## src/rtl/dmem_rmw_ctrl_pkg.sv

```systemverilog
// Shared encodings for the data-memory RMW controller: funct3 codes, FSM states,
// access sizes and XLEN-derived helpers.
package dmem_rmw_ctrl_pkg;

    localparam logic [2:0] F3_LB  = 3'b000;
    localparam logic [2:0] F3_LH  = 3'b001;
    localparam logic [2:0] F3_LW  = 3'b010;
    localparam logic [2:0] F3_LD  = 3'b011;
    localparam logic [2:0] F3_LBU = 3'b100;
    localparam logic [2:0] F3_LHU = 3'b101;
    localparam logic [2:0] F3_LWU = 3'b110;

    localparam logic [2:0] F3_SB  = 3'b000;
    localparam logic [2:0] F3_SH  = 3'b001;
    localparam logic [2:0] F3_SW  = 3'b010;
    localparam logic [2:0] F3_SD  = 3'b011;

    typedef enum logic [2:0] {
        ST_IDLE = 3'd0,
        ST_RD   = 3'd1,
        ST_CAP  = 3'd2,
        ST_WR   = 3'd3,
        ST_RESP = 3'd4
    } state_e;

    typedef enum logic [1:0] {
        SZ_B = 2'b00,
        SZ_H = 2'b01,
        SZ_W = 2'b10,
        SZ_D = 2'b11
    } size_e;

    // Index of the highest byte-offset bit within one memory word.
    function automatic int msb_for(input int xlen);
        return (xlen == 64) ? 2 : 1;
    endfunction

    function automatic logic is_full_store(input logic [2:0] f3, input int xlen);
        return (xlen == 64) ? (f3 == F3_SD) : (f3 == F3_SW);
    endfunction

endpackage

```

## src/rtl/dmem_mask_gen.sv

```systemverilog
// Byte-lane mask/shift and legality decode for one access; purely combinational, 0 cycles.
// No handshake: outputs follow funct3/write/addr_lo directly.
module dmem_mask_gen
    import dmem_rmw_ctrl_pkg::*;
#(
    parameter int XLEN = 32,
    parameter int MSB  = 1
) (
    input  logic [2:0]      funct3,
    input  logic            write,
    input  logic [MSB:0]    addr_lo,
    output logic [XLEN-1:0] mask,
    output logic [MSB+3:0]  shift,
    output logic            misaligned,
    output logic            illegal
);

    size_e           size;
    logic [XLEN-1:0] base;

    always_comb begin
        size       = size_e'(funct3[1:0]);
        shift      = {addr_lo, 3'b000};
        base       = '1;
        misaligned = 1'b0;
        illegal    = 1'b0;

        case (size)
            SZ_B: base = XLEN'(8'hFF);
            SZ_H: begin
                base       = XLEN'(16'hFFFF);
                misaligned = addr_lo[0];
            end
            SZ_W: begin
                base       = XLEN'(32'hFFFF_FFFF);
                misaligned = |addr_lo[1:0];
            end
            default: begin
                base       = '1;
                misaligned = |addr_lo;
            end
        endcase

        mask = base << shift;

        // Stores have no unsigned variants; doubleword forms only exist on RV64.
        if (write) begin
            illegal = funct3[2] || ((size == SZ_D) && (XLEN != 64));
        end else begin
            illegal = (funct3 == 3'b111) ||
                      (((size == SZ_D) || (funct3 == F3_LWU)) && (XLEN != 64));
        end
    end

endmodule

```

## src/rtl/dmem_rmw_ctrl.sv

```systemverilog
// LSU-to-SRAM responder; accept-to-rsp latency: load 3, sub-word store 4 (RMW), full store 2, error 1.
// One request in flight; rsp_ready low parks in RESP and req_ready stays low until the handshake.
module dmem_rmw_ctrl
    import dmem_rmw_ctrl_pkg::*;
#(
    parameter int XLEN   = 32,
    parameter int ADDR_W = 32,
    parameter int MEM_AW = 16
) (
    input  logic              clk,
    input  logic              rst,
    input  logic              req_valid,
    output logic              req_ready,
    input  logic [ADDR_W-1:0] req_addr,
    input  logic              req_write,
    input  logic [2:0]        req_funct3,
    input  logic [XLEN-1:0]   req_wdata,
    output logic              rsp_valid,
    input  logic              rsp_ready,
    output logic [XLEN-1:0]   rsp_rdata,
    output logic              rsp_err,
    output logic              mem_en,
    output logic              mem_we,
    output logic [MEM_AW-1:0] mem_addr,
    output logic [XLEN-1:0]   mem_wdata,
    input  logic [XLEN-1:0]   mem_rdata
);

    localparam int MSB  = msb_for(XLEN);
    localparam int KEEP = MSB + MEM_AW + 1;

    state_e          state_q, state_d;
    logic [KEEP-1:0] addr_q, addr_d;
    logic            write_q, write_d;
    logic [2:0]      funct3_q, funct3_d;
    logic [XLEN-1:0] wdata_q, wdata_d;
    logic [XLEN-1:0] buf_q, buf_d;
    logic [XLEN-1:0] rsp_rdata_q, rsp_rdata_d;
    logic            rsp_err_q, rsp_err_d;

    // Address bits above the SRAM range wrap and are never stored.
    logic unused_addr_hi;
    assign unused_addr_hi = ^req_addr[ADDR_W-1:KEEP];

    logic            idle;
    logic [2:0]      dec_funct3;
    logic            dec_write;
    logic [MSB:0]    dec_addr_lo;
    logic [XLEN-1:0] mask;
    logic [MSB+3:0]  shift;
    logic            misaligned;
    logic            illegal;
    logic            dec_err;
    logic [XLEN-1:0] merged;

    // The decoder sees the live request while idle and the captured one afterwards.
    assign idle        = (state_q == ST_IDLE);
    assign dec_funct3  = idle ? req_funct3     : funct3_q;
    assign dec_write   = idle ? req_write      : write_q;
    assign dec_addr_lo = idle ? req_addr[MSB:0] : addr_q[MSB:0];

    dmem_mask_gen #(
        .XLEN (XLEN),
        .MSB  (MSB)
    ) u_mask_gen (
        .funct3     (dec_funct3),
        .write      (dec_write),
        .addr_lo    (dec_addr_lo),
        .mask       (mask),
        .shift      (shift),
        .misaligned (misaligned),
        .illegal    (illegal)
    );

    assign dec_err = illegal || misaligned;
    assign merged  = (buf_q & ~mask) | ((wdata_q << shift) & mask);

    assign mem_addr  = addr_q[KEEP-1:MSB+1];
    assign rsp_rdata = rsp_rdata_q;
    assign rsp_err   = rsp_err_q;

    always_comb begin
        state_d     = state_q;
        addr_d      = addr_q;
        write_d     = write_q;
        funct3_d    = funct3_q;
        wdata_d     = wdata_q;
        buf_d       = buf_q;
        rsp_rdata_d = rsp_rdata_q;
        rsp_err_d   = rsp_err_q;
        req_ready   = 1'b0;
        rsp_valid   = 1'b0;
        mem_en      = 1'b0;
        mem_we      = 1'b0;
        mem_wdata   = '0;

        case (state_q)
            ST_IDLE: begin
                req_ready = 1'b1;
                if (req_valid) begin
                    addr_d      = req_addr[KEEP-1:0];
                    write_d     = req_write;
                    funct3_d    = req_funct3;
                    wdata_d     = req_wdata;
                    rsp_rdata_d = '0;
                    rsp_err_d   = dec_err;
                    if (dec_err) begin
                        state_d = ST_RESP;
                    end else if (req_write && is_full_store(req_funct3, XLEN)) begin
                        state_d = ST_WR;
                    end else begin
                        state_d = ST_RD;
                    end
                end
            end
            ST_RD: begin
                mem_en  = 1'b1;
                state_d = ST_CAP;
            end
            ST_CAP: begin
                buf_d = mem_rdata;
                if (write_q) begin
                    state_d = ST_WR;
                end else begin
                    rsp_rdata_d = mem_rdata;
                    state_d     = ST_RESP;
                end
            end
            ST_WR: begin
                mem_en    = 1'b1;
                mem_we    = 1'b1;
                mem_wdata = is_full_store(funct3_q, XLEN) ? wdata_q : merged;
                state_d   = ST_RESP;
            end
            ST_RESP: begin
                rsp_valid = 1'b1;
                if (rsp_ready) begin
                    state_d = ST_IDLE;
                end
            end
            default: state_d = ST_IDLE;
        endcase
    end

    always_ff @(posedge clk) begin
        if (rst) begin
            state_q     <= ST_IDLE;
            addr_q      <= '0;
            write_q     <= 1'b0;
            funct3_q    <= '0;
            wdata_q     <= '0;
            buf_q       <= '0;
            rsp_rdata_q <= '0;
            rsp_err_q   <= 1'b0;
        end else begin
            state_q     <= state_d;
            addr_q      <= addr_d;
            write_q     <= write_d;
            funct3_q    <= funct3_d;
            wdata_q     <= wdata_d;
            buf_q       <= buf_d;
            rsp_rdata_q <= rsp_rdata_d;
            rsp_err_q   <= rsp_err_d;
        end
    end

endmodule

```

## config.mk

```make
export PLATFORM = sky130hd
export DESIGN_NAME = dmem_rmw_ctrl
export DESIGN_NICKNAME = d
export VERILOG_FILES = /design/src/rtl/dmem_rmw_ctrl_pkg.sv /design/src/rtl/dmem_mask_gen.sv /design/src/rtl/dmem_rmw_ctrl.sv
export SDC_FILE = /design/constraint.sdc
export NUM_CORES = 1
export LEC_CHECK = 0
export CORE_MARGIN = 2
export CORE_UTILIZATION = 47
export DETAILED_ROUTE_END_ITERATION = 10
export PLACE_DENSITY = 0.89
export SLEW_MARGIN = 20
export SYNTH_ARGS = -nofsm -noshare
export SYNTH_HDL_FRONTEND = slang
export SYNTH_SLANG_ARGS = --single-unit
```

## constraint.sdc

```tcl
create_clock -name clk -period 2.45 [get_ports clk]
set_clock_uncertainty 0.2 [all_clocks]
set_input_delay 0.3675 -clock clk [delete_from_list [all_inputs] [get_ports clk]]
set_output_delay 0.3675 -clock clk [all_outputs]
set_load 0.01 [all_outputs]
```

==> flow_summary.ini, run 1 <==
[die]
top_level_ports = 189
chipHeight_microns = 117
start_util_pct = 47.8
design.core.area_sq_mm = 0.0125
placementRows = 41
die_x_microns = 117
dieArea_sq_mm = 0.0137

[clocking]
clockBufferDepth = 2
number_of_h_tree_levels = 4
tritoncts = yes
post_cts_hold_buffer_count = 0
clock_latency_ns = 0.42
cts.clk_slew.worst_paths_ns = 0.05
clkSinkCount = 122
clockRootBuffer = sky130_fd_sc_hd__clkbuf_16
cts_made_buffers = 17

[route]
post_drt_wl_per_cell_microns = 17.8
detail_route.vias_per_cell = 5.69
met3_length_microns = 2120
first_pass_detailed_route_iteration_total = 5
drcViolationCount = 0
dr.max_layer_used = met4
route.vias.total = 6553
drt-initial-drc-count = 600
detail_route.wirelength.met1_microns = 8020
wirelength_microns = 20500
routed_length_on_met2_microns = 9630
route.antenna.remaining_nets = 0

[synth]
xor_xnor_share_of_the_synthesized_area_pct = 0
synth-warning-count = 0
synth_flop_cell = sky130_fd_sc_hd__dfxtp_1
post_synthesis_mean_instance_area_sq_um = 7.75
ys_seq_elements = 122
adder_cell_area_share_of_the_yosys_netlist_pct = 0
post_synth_inst_count = 772
cell_taking_the_most_area_after_synthesis = sky130_fd_sc_hd__dfxtp_1
synth.lib_cells_used.distinct = 42
synth-edff-count = 0
synth_net_count = 876
synthMuxAreaShare_pct = 9.36
proportion_of_synthesized_chip_area_in_sequential_cells_pct = 40.8
synth_top_area_share_pct = 40.8
synth_compound_area_share_pct = 19.8
area_fraction_in_and_or_nand_and_nor_cells_after_synthesis_pct = 23.1
yosys.cell_count.top_type = sky130_fd_sc_hd__nand2_1
yosys-top-cells-count = sky130_fd_sc_hd__nand2_1 (229), sky130_fd_sc_hd__a21oi_1 (138), sky130_fd_sc_hd__dfxtp_1 (122)
async_reset_ff_share_pct = 0
synth_top_family_by_area = simple AND/OR/NAND/NOR gates
post_synth_main_area_contributors = sky130_fd_sc_hd__dfxtp_1 (41%), sky130_fd_sc_hd__nand2_1 (14%), sky130_fd_sc_hd__a21oi_1 (12%)
synthesis.area_sq_mm = 0.00599

[worst_hold_path]
min_from = rst
min_delay_worst_endpoint = addr_q[7]$_SDFFE_PP0P_
hold_path_class = in2reg
worst_hold_path_cells = 2

[critical_path]
crit_path_max_incr_delay_ns = 0.33
crit_path_start_kind = flop
critPathArrivalTime_ns = 2.30
worstReg2RegStart = state_q[1]$_SDFFE_PP0P_
worst-path-max-fanout = 8
r2r.worst_path.cells = 8
regToRegSetupSlack_ns = 0.41
slowest_stage_cell_on_the_critical_path = sky130_fd_sc_hd__dfxtp_2
r2r_end = rsp_rdata[24]$_SDFFE_PP0P_
path_common_cell = sky130_fd_sc_hd__buf_6
timing.setup.critical_path_class = reg2out
cp-end-kind = output port
timing.critical_path.required_ns = 1.88
path_cells = nor3_4 > buf_6 > mux2i_4 > buf_6 > nor4b_4 > buf_6 > nand2_2 > o211ai_1 > buf_2

[sta]
timing_max_transition_violations_final = 0
worst_slew_margin_rel_pct = 73.3
finalWorstSetupSlack_ns = -0.416
tightestPinTransition_ns = 0.399
fin_hold_ws_ns = 0.129
report.final.setup_viol = 32
clock.fmax_ghz = 0.349
timing_hold_violations_final = 0
finalCritPeriodShare_pct = 117
finalWorstPathRequiredPeriod_ns = 2.87
unrepaired_setup_endpoints_after_global_routing = yes

[status]
violations = negative setup slack
outcome = finished, violations left

[pwr]
fraction_of_power_spent_switching_nets_pct = 28.0
ir_drop_mv = 0.530
clkPwrFrac_pct = 40.3
comb_power_share_pct = 22.2
internal_power_mw = 4.23
power.sequential.fraction_pct = 37.5
p_leak_nw = 3.26
cellPowerDensity_mw_per_mm2 = 664
switchingPower_mw = 1.65

[finish]
drive_above_1_share_pct = 20.5
fillCellCount = 941
final_nets = 1072
syn2layout_area_growth_pct = 47.9
diodes = 0

[global_routing]
overflow = 0
antenna_found_initial = 0
first_global_vias = 6260
grt_max_degree = 70
track_usage_pct = 30.5
wire_length_of_the_first_global_routing_pass_microns = 31900

[placed_design]
dp.final_hpwl_microns = 13800
place_congestion = 0.970
place_ws_ns = -0.620
port_buffers = 174

[run]
cap_violations = 0
worst max path at each step:
stage                            start       endpoint  slack, ns  cells past startpoint
2_1_floorplan  state_q[0]$_SDFFE_PP0P_  mem_wdata[16]       0.16                      7
3_3_place_gp               req_addr[1]  mem_wdata[18]      -0.59                      6
3_5_place_dp               req_addr[1]  mem_wdata[18]      -0.62                      6
4_1_cts        state_q[1]$_SDFFE_PP0P_  mem_wdata[15]      -0.37                      9
5_1_grt        state_q[1]$_SDFFE_PP0P_  mem_wdata[15]      -0.49                      9
6_report       state_q[1]$_SDFFE_PP0P_  mem_wdata[15]      -0.42                      9
layout make-up:
class	count	area, sq um	share of cell area, %
Tap cell	172	215	2.43
Sequential cell	122	2450	27.6
Clock buffer	22	474	5.36
Inverter	9	36.3	0.410
Clock inverter	9	91.3	1.03
Timing Repair Buffer	253	2320	26.2
Multi-Input combinational cell	565	3270	36.9
critical path: cells and delay by family, from the launching register on:
kind	cells	cell delay (ns)
compound gates	1	0.17
buf+inv	4	0.65
flops	1	0.33
mux	1	0.27
simple gates	3	0.47
placed cells by master, fill, tap and decap left out, drive strengths merged, types with 8 or more instances in the layout:
master         synthesis  routed
nand2                229     229
a21oi                139     139
clkdlybuf4s50          0     138
dfxtp                122     122
buf                   37     109
nand3                 41      41
o21ai                 34      34
nor2                  28      28
clkbuf                39      24
mux2i                 20      20
mux4                  16      16
inv                    9      10
a31oi                  9       9
o211ai                 8       8
o221ai                 8       8
per-stage QoR:
step	area [sq um]	utilization (%)	setup TNS, ns	total power, mW	std cells
global route	8850	70.7	-12.23	6.09	1152
CTS	8750	69.9	-9.47	5.79	1145
floorplan	5990	-	0	2.82	772
global placement	8090	64.6	-16.31	3.29	1099
detailed placement	8090	64.6	-16.87	3.32	1099
finish	8850	70.7	-9.91	5.88	1152
cell families (layout without fill, tap and decap cells):
group	after synthesis	in the layout
multiplexers	36	36
AND/OR/NAND/NOR	323	323
AO/OA/AOI/OAI	206	206
buffers and inverters	85	293
flip-flops	122	122
metal layers:
metal / GRT usage (%) / vias to the layer above
li1: - / 3031
met1: 37.9 / 3070
met2: 49.4 / 373
met3: 9.27 / 79
met4: 12.7 / 0
met5: 0 / -
power by group through the flow:
| stage | registers, mW | logic [mW] | clock network [mW] |
|---|---|---|---|
| 3_5_place_dp | 2.23 | 1.09 | 0 |
| 2_1_floorplan | 2.20 | 0.612 | 0 |
| 3_3_place_gp | 2.22 | 1.07 | 0 |
| 5_1_grt | 2.21 | 1.39 | 2.50 |
| 6_report | 2.20 | 1.30 | 2.37 |
| 4_1_cts | 2.19 | 1.20 | 2.39 |
state kept, by name, indices dropped and copies added, names as in the netlist:
register / flops
funct3_q: 3
wdata_q: 32
state_q: 3
rsp_err: 1
rsp_rdata: 32
write_q: 1
addr_q: 18
buf_q: 32
repair_timing:
item,in CTS,in global routing
pin swaps,16,13
cloned,0,0
setup endpoints to repair,34,33
buffers inserted,15,7
gates resized for setup,142,55
Power figures use the tool's default switching activity.
==> run 2, diff against run 1 <==
CORE_UTILIZATION = 30   (was 47)
GPL_ROUTABILITY_DRIVEN = 1   (was not set)
PLACE_DENSITY = 0.64   (was 0.89)
==> run 2 against run 1 <==
The run still ends with negative setup slack left. Worst setup slack got worse by 0.0014 ns. Fmax hardly changed. First-iteration DRC count down 35%. Clock-buffer cell count fell by 5. Critical endpoint is now mem_wdata[9]. Largest power group unchanged.
==> flow_summary.ini, run 2 (synthesized netlist as in run 1, its figures left out) <==
[status]
outcome = finished, violations left
violations = negative setup slack

[route]
detail_route.vias_per_cell = 4.97
first_pass_detailed_route_iteration_total = 5
wirelength_microns = 21100
drcViolationCount = 0
post_drt_wl_per_cell_microns = 16.8
drt-initial-drc-count = 388
route.vias.total = 6245
route.antenna.remaining_nets = 0

[clocking]
cts.clk_slew.worst_paths_ns = 0.06
clkSinkCount = 122
tritoncts = yes
cts_made_buffers = 17
clockBufferDepth = 2
number_of_h_tree_levels = 4
clock_latency_ns = 0.42
clockRootBuffer = sky130_fd_sc_hd__clkbuf_16

[die]
chipHeight_microns = 145
dieArea_sq_mm = 0.0211
start_util_pct = 30.7
top_level_ports = 189
die_x_microns = 145
design.core.area_sq_mm = 0.0195
placementRows = 51

[finish]
syn2layout_area_growth_pct = 54.7
most-common-layout-cells = sky130_fd_sc_hd__nand2_1 (222), sky130_fd_sc_hd__clkdlybuf4s50_1 (138), sky130_fd_sc_hd__a21oi_1 (137), sky130_fd_sc_hd__dfxtp_1 (120), sky130_fd_sc_hd__buf_4 (67)
diodes = 0
layout_commonest_cell = sky130_fd_sc_hd__nand2_1
finalNonFillerCells = 1257
final_nets = 1083
drive_above_1_share_pct = 22.7
fillCellCount = 1960

[global_routing]
wire_length_of_the_first_global_routing_pass_microns = 33100
overflow = 0
first_global_vias = 6032
grt_max_degree = 81
antenna_found_initial = 0
track_usage_pct = 19.8

[pwr]
p_leak_nw = 3.34
ir_drop_mv = 0.475
cellPowerDensity_mw_per_mm2 = 653

[critical_path]
critPathArrivalTime_ns = 2.30
crit_path_start_kind = flop
timing.critical_path.required_ns = 1.88
worstReg2RegStart = state_q[2]$_SDFFE_PP0P_
regToRegSetupSlack_ns = 0.32
worst-path-max-fanout = 8
r2r.worst_path.cells = 8
timing.setup.critical_path_class = reg2out
cp-end-kind = output port
r2r_end = rsp_rdata[23]$_SDFFE_PP0P_

[sta]
clock.fmax_ghz = 0.349
finalCritPeriodShare_pct = 117
worst_slew_margin_rel_pct = 64.7
finalWorstPathRequiredPeriod_ns = 2.87
fin_hold_ws_ns = 0.0357
unrepaired_setup_endpoints_after_global_routing = yes
finalWorstSetupSlack_ns = -0.417
report.final.setup_viol = 32
tightestPinTransition_ns = 0.527
timing_hold_violations_final = 0
timing_max_transition_violations_final = 0

[worst_hold_path]
min_from = rst
min_delay_worst_endpoint = addr_q[8]$_SDFFE_PP0P_
worst_hold_path_cells = 2
hold_path_class = in2reg

[placed_design]
placed_cells = 1203
place_congestion = 0.932
port_buffers = 174
place_ws_ns = -0.686
dp.final_hpwl_microns = 14900

[run]
cap_violations = 0
[run 2: area by class of cell]
| class | count | area, sq um | area share, % |
|---|---|---|---|
| multi-input cells | 565 | 3380 | 36.5 |
| inverters | 9 | 33.8 | 0.365 |
| well taps | 265 | 332 | 3.58 |
| clock buffers | 17 | 425 | 4.59 |
| flip-flops and latches | 122 | 2440 | 26.4 |
| clock inverters | 15 | 169 | 1.82 |
| repair buffers | 264 | 2480 | 26.8 |
[run 2: metrics by stage]
step                total power [mW]  instance area, sq um  utilization [%]  setup TNS, ns
CTS                             6.05                  9120             46.7         -11.61
floorplan                       2.82                  5990                -              0
global route                    6.30                  9260             47.4         -13.52
finish                          6.05                  9260             47.4         -10.38
global placement                3.34                  8300             42.5         -16.77
detailed placement              3.35                  8300             42.5         -17.55
[run 2: worst max-delay path by stage]
stage,from,to,cells past startpoint
2_1_floorplan,state_q[0]$_SDFFE_PP0P_,mem_wdata[16],7
3_3_place_gp,req_addr[0],mem_wdata[22],8
3_5_place_dp,req_addr[1],mem_wdata[23],8
4_1_cts,state_q[1]$_SDFFE_PP0P_,mem_wdata[9],9
5_1_grt,state_q[0]$_SDFFE_PP0P_,mem_wdata[11],8
6_report,state_q[0]$_SDFFE_PP0P_,mem_wdata[9],8
[run 2: power by group]
group | internal (mW) | switching (mW) | total, mW
clock network | 1.52 | 0.993 | 2.51
registers | 2.09 | 0.103 | 2.20
logic | 0.691 | 0.649 | 1.34
total | 4.30 | 1.75 | 6.05
[run 2: critical path, cell delays in order (launching register included)]
cell,delay [ns]
sky130_fd_sc_hd__dfxtp_2,0.33
sky130_fd_sc_hd__nor3_4,0.26
sky130_fd_sc_hd__buf_6,0.15
sky130_fd_sc_hd__mux2i_4,0.30
sky130_fd_sc_hd__nor4b_4,0.26
sky130_fd_sc_hd__buf_6,0.17
sky130_fd_sc_hd__nand2_2,0.05
sky130_fd_sc_hd__o211ai_1,0.16
sky130_fd_sc_hd__buf_2,0.19
[run 2: layer usage]
layer / GRT usage (%) / share of wire [%]
met2: 31.6 / 47
met5: 0 / 0
met1: 25.9 / 44
met3: 5.28 / 7.0
met4: 6.91 / 2.2
[run 2: what timing repair did]
item | in CTS | in global routing
gates cloned | 1 | 0
pin swaps | 19 | 20
endpoints found under the setup margin | 34 | 34
hold buffers | 0 | 0
buffers inserted | 18 | 5
gates resized for setup | 193 | 31
==> run 3, diff against run 2 <==
CORE_MARGIN = not set   (was 2)
==> run 3 against run 2 <==
The flow still finishes with violations (negative setup slack). Worst hold slack worse by 0.0041 ns. Combinational power is 4% lower. Clock power is 3% higher. Register-to-register slack better by 0.05 ns. Cell area is 2.0% lower. Core utilization is 0.95 points lower. Final cell count is 1.4% lower. Fmax is 1.4% higher. First-iteration DRC count is 8.8% higher. Critical path type unchanged. Critical endpoint unchanged. Largest cell class unchanged. Largest power group unchanged. Highest routed layer unchanged.
==> flow_summary.ini, run 3 (synthesized netlist as in run 1, its figures left out) <==
[worst_hold_path]
min_delay_worst_endpoint = funct3_q[0]$_SDFFE_PP0P_
worst_hold_path_cells = 2
hold_path_class = in2reg
min_from = rst

[global_routing]
overflow = 0
antenna_found_initial = 0
first_global_vias = 5805
grt_max_degree = 115
track_usage_pct = 21.0
wire_length_of_the_first_global_routing_pass_microns = 32300

[clocking]
clockBufferDepth = 2
post_cts_hold_buffer_count = 0
clockRootBuffer = sky130_fd_sc_hd__clkbuf_16
cts_made_buffers = 17
clock_latency_ns = 0.41
clkSinkCount = 122
tritoncts = yes
cts.clk_slew.worst_paths_ns = 0.06
number_of_h_tree_levels = 4

[route]
route.vias.total = 6167
drcViolationCount = 0
drt-initial-drc-count = 422
wirelength_microns = 21200
detail_route.vias_per_cell = 4.98
first_pass_detailed_route_iteration_total = 6
post_drt_wl_per_cell_microns = 17.1
route.antenna.remaining_nets = 0

[sta]
finalWorstPathRequiredPeriod_ns = 2.83
finalCritPeriodShare_pct = 115
finalWorstSetupSlack_ns = -0.378
timing_hold_violations_final = 0
report.final.setup_viol = 32
worst_slew_margin_rel_pct = 64.6
unrepaired_setup_endpoints_after_global_routing = yes
tightestPinTransition_ns = 0.532
timing_max_transition_violations_final = 0
clock.fmax_ghz = 0.354

[die]
top_level_ports = 189
die_x_microns = 143
design.core.area_sq_mm = 0.0195
start_util_pct = 30.7
dieArea_sq_mm = 0.0205
chipHeight_microns = 143
placementRows = 51

[finish]
diodes = 0
final_nets = 1067
most-common-layout-cells = sky130_fd_sc_hd__nand2_1 (225), sky130_fd_sc_hd__clkdlybuf4s50_1 (137), sky130_fd_sc_hd__a21oi_1 (136), sky130_fd_sc_hd__dfxtp_1 (119), sky130_fd_sc_hd__buf_4 (56)
fin_area_sq_mm = 0.00907
drive_above_1_share_pct = 21.9
fillCellCount = 1954
register_area_sq_mm = 0.00245
syn2layout_area_growth_pct = 51.6
layout_commonest_cell = sky130_fd_sc_hd__nand2_1
multiInputGateArea_sq_mm = 0.00335

[run]
cap_violations = 0

[critical_path]
r2r_end = rsp_rdata[22]$_SDFFE_PP0P_
timing.critical_path.required_ns = 1.88
crit_path_max_incr_delay_ns = 0.33
cp-end-kind = output port
worst-path-max-fanout = 8
slowest_stage_cell_on_the_critical_path = sky130_fd_sc_hd__dfxtp_2
r2r.worst_path.cells = 8
path_cells = nor3_4 > buf_12 > mux2i_4 > nor4b_4 > buf_6 > nand2_2 > o211ai_1 > buf_2
regToRegSetupSlack_ns = 0.37
timing.setup.critical_path_class = reg2out
crit_path_start_kind = flop
critPathArrivalTime_ns = 2.26
worstReg2RegStart = state_q[1]$_SDFFE_PP0P_

[placed_design]
place_congestion = 0.934
dp.final_hpwl_microns = 15000
placement.cell_area_sq_mm = 0.00827
port_buffers = 174

[pwr]
p_leak_nw = 3.29
ir_drop_mv = 0.421
cellPowerDensity_mw_per_mm2 = 668
power.total_mw = 6.06

[status]
violations = negative setup slack
outcome = finished, violations left
run 3: cell count changes in the layout (fill, tap and decap cells not counted), sizes merged:
cell / change
dlygate4sd2: +2
inv: -1
clkinv: -2
clkdlybuf4s50: -1
dlymetal6s2s: +1
clkdlybuf4s15: -2
bufinv: +1
buf: -16
run 3: area by class of cell:
cell class                 count  share of cell area [%]
multi-input combinational    565                    36.9
inverter                       9                   0.372
clock buffer                  17                    4.69
sequential                   122                    27.0
clock inverter                13                    1.88
tap                          265                    3.65
timing repair buffer         248                    25.6
run 3: routing by layer:
layer  up-vias  part of all wire, %  track usage (%)
met5         -                    0                0
met4         0                  2.1             7.33
met3        21                  7.1             5.00
met2       226                   47             33.6
met1      2898                   44             27.7
li1       3022                    -                -
run 3: power by group:
group          leakage (nW)  total [mW]  internal [mW]  switching [mW]
Sequential            0.994        2.20           2.09           0.108
Combinational          2.01        1.28          0.648           0.631
Clock                 0.282        2.58           1.60           0.982
run 3: repair_timing:
item / CTS / global route
pin swaps: 17 / 17
resized for setup: 173 / 39
gates cloned: 1 / 0
setup buffers: 11 / 3
endpoints found under the setup margin: 33 / 33
run 3: metrics by stage:
stage	cells	hold slack, ns	setup TNS, ns	util (%)	setup slack (ns)
floorplan	772	0.233	0	-	0.161
global placement	1196	0.242	-17.38	42.4	-0.624
detailed placement	1196	0.245	-18.48	42.4	-0.659
CTS	1238	0.00606	-9.80	45.7	-0.403
global route	1239	0.0237	-12.31	46.5	-0.452
finish	1239	0.0316	-9.80	46.5	-0.378
run 3: worst max-delay path by stage:
stage                                 start       endpoint  slack, ns  cells after the start
floorplan           state_q[0]$_SDFFE_PP0P_  mem_wdata[16]       0.16                      7
global placement                req_addr[1]  mem_wdata[19]      -0.62                      6
detailed placement              req_addr[0]  mem_wdata[30]      -0.66                      6
CTS                 state_q[1]$_SDFFE_PP0P_   mem_wdata[9]      -0.40                      8
global route        state_q[2]$_SDFFE_PP0P_   mem_wdata[9]      -0.45                      8
finish              state_q[2]$_SDFFE_PP0P_   mem_wdata[9]      -0.38                      8
run 3: worst max-delay path: cells and delay by family, from the launching register on:
kind | cells | cell delay, ns
multiplexers | 1 | 0.31
AND/OR/NAND/NOR | 3 | 0.52
flip-flops | 1 | 0.33
AO/OA/AOI/OAI | 1 | 0.16
buffers and inverters | 3 | 0.52
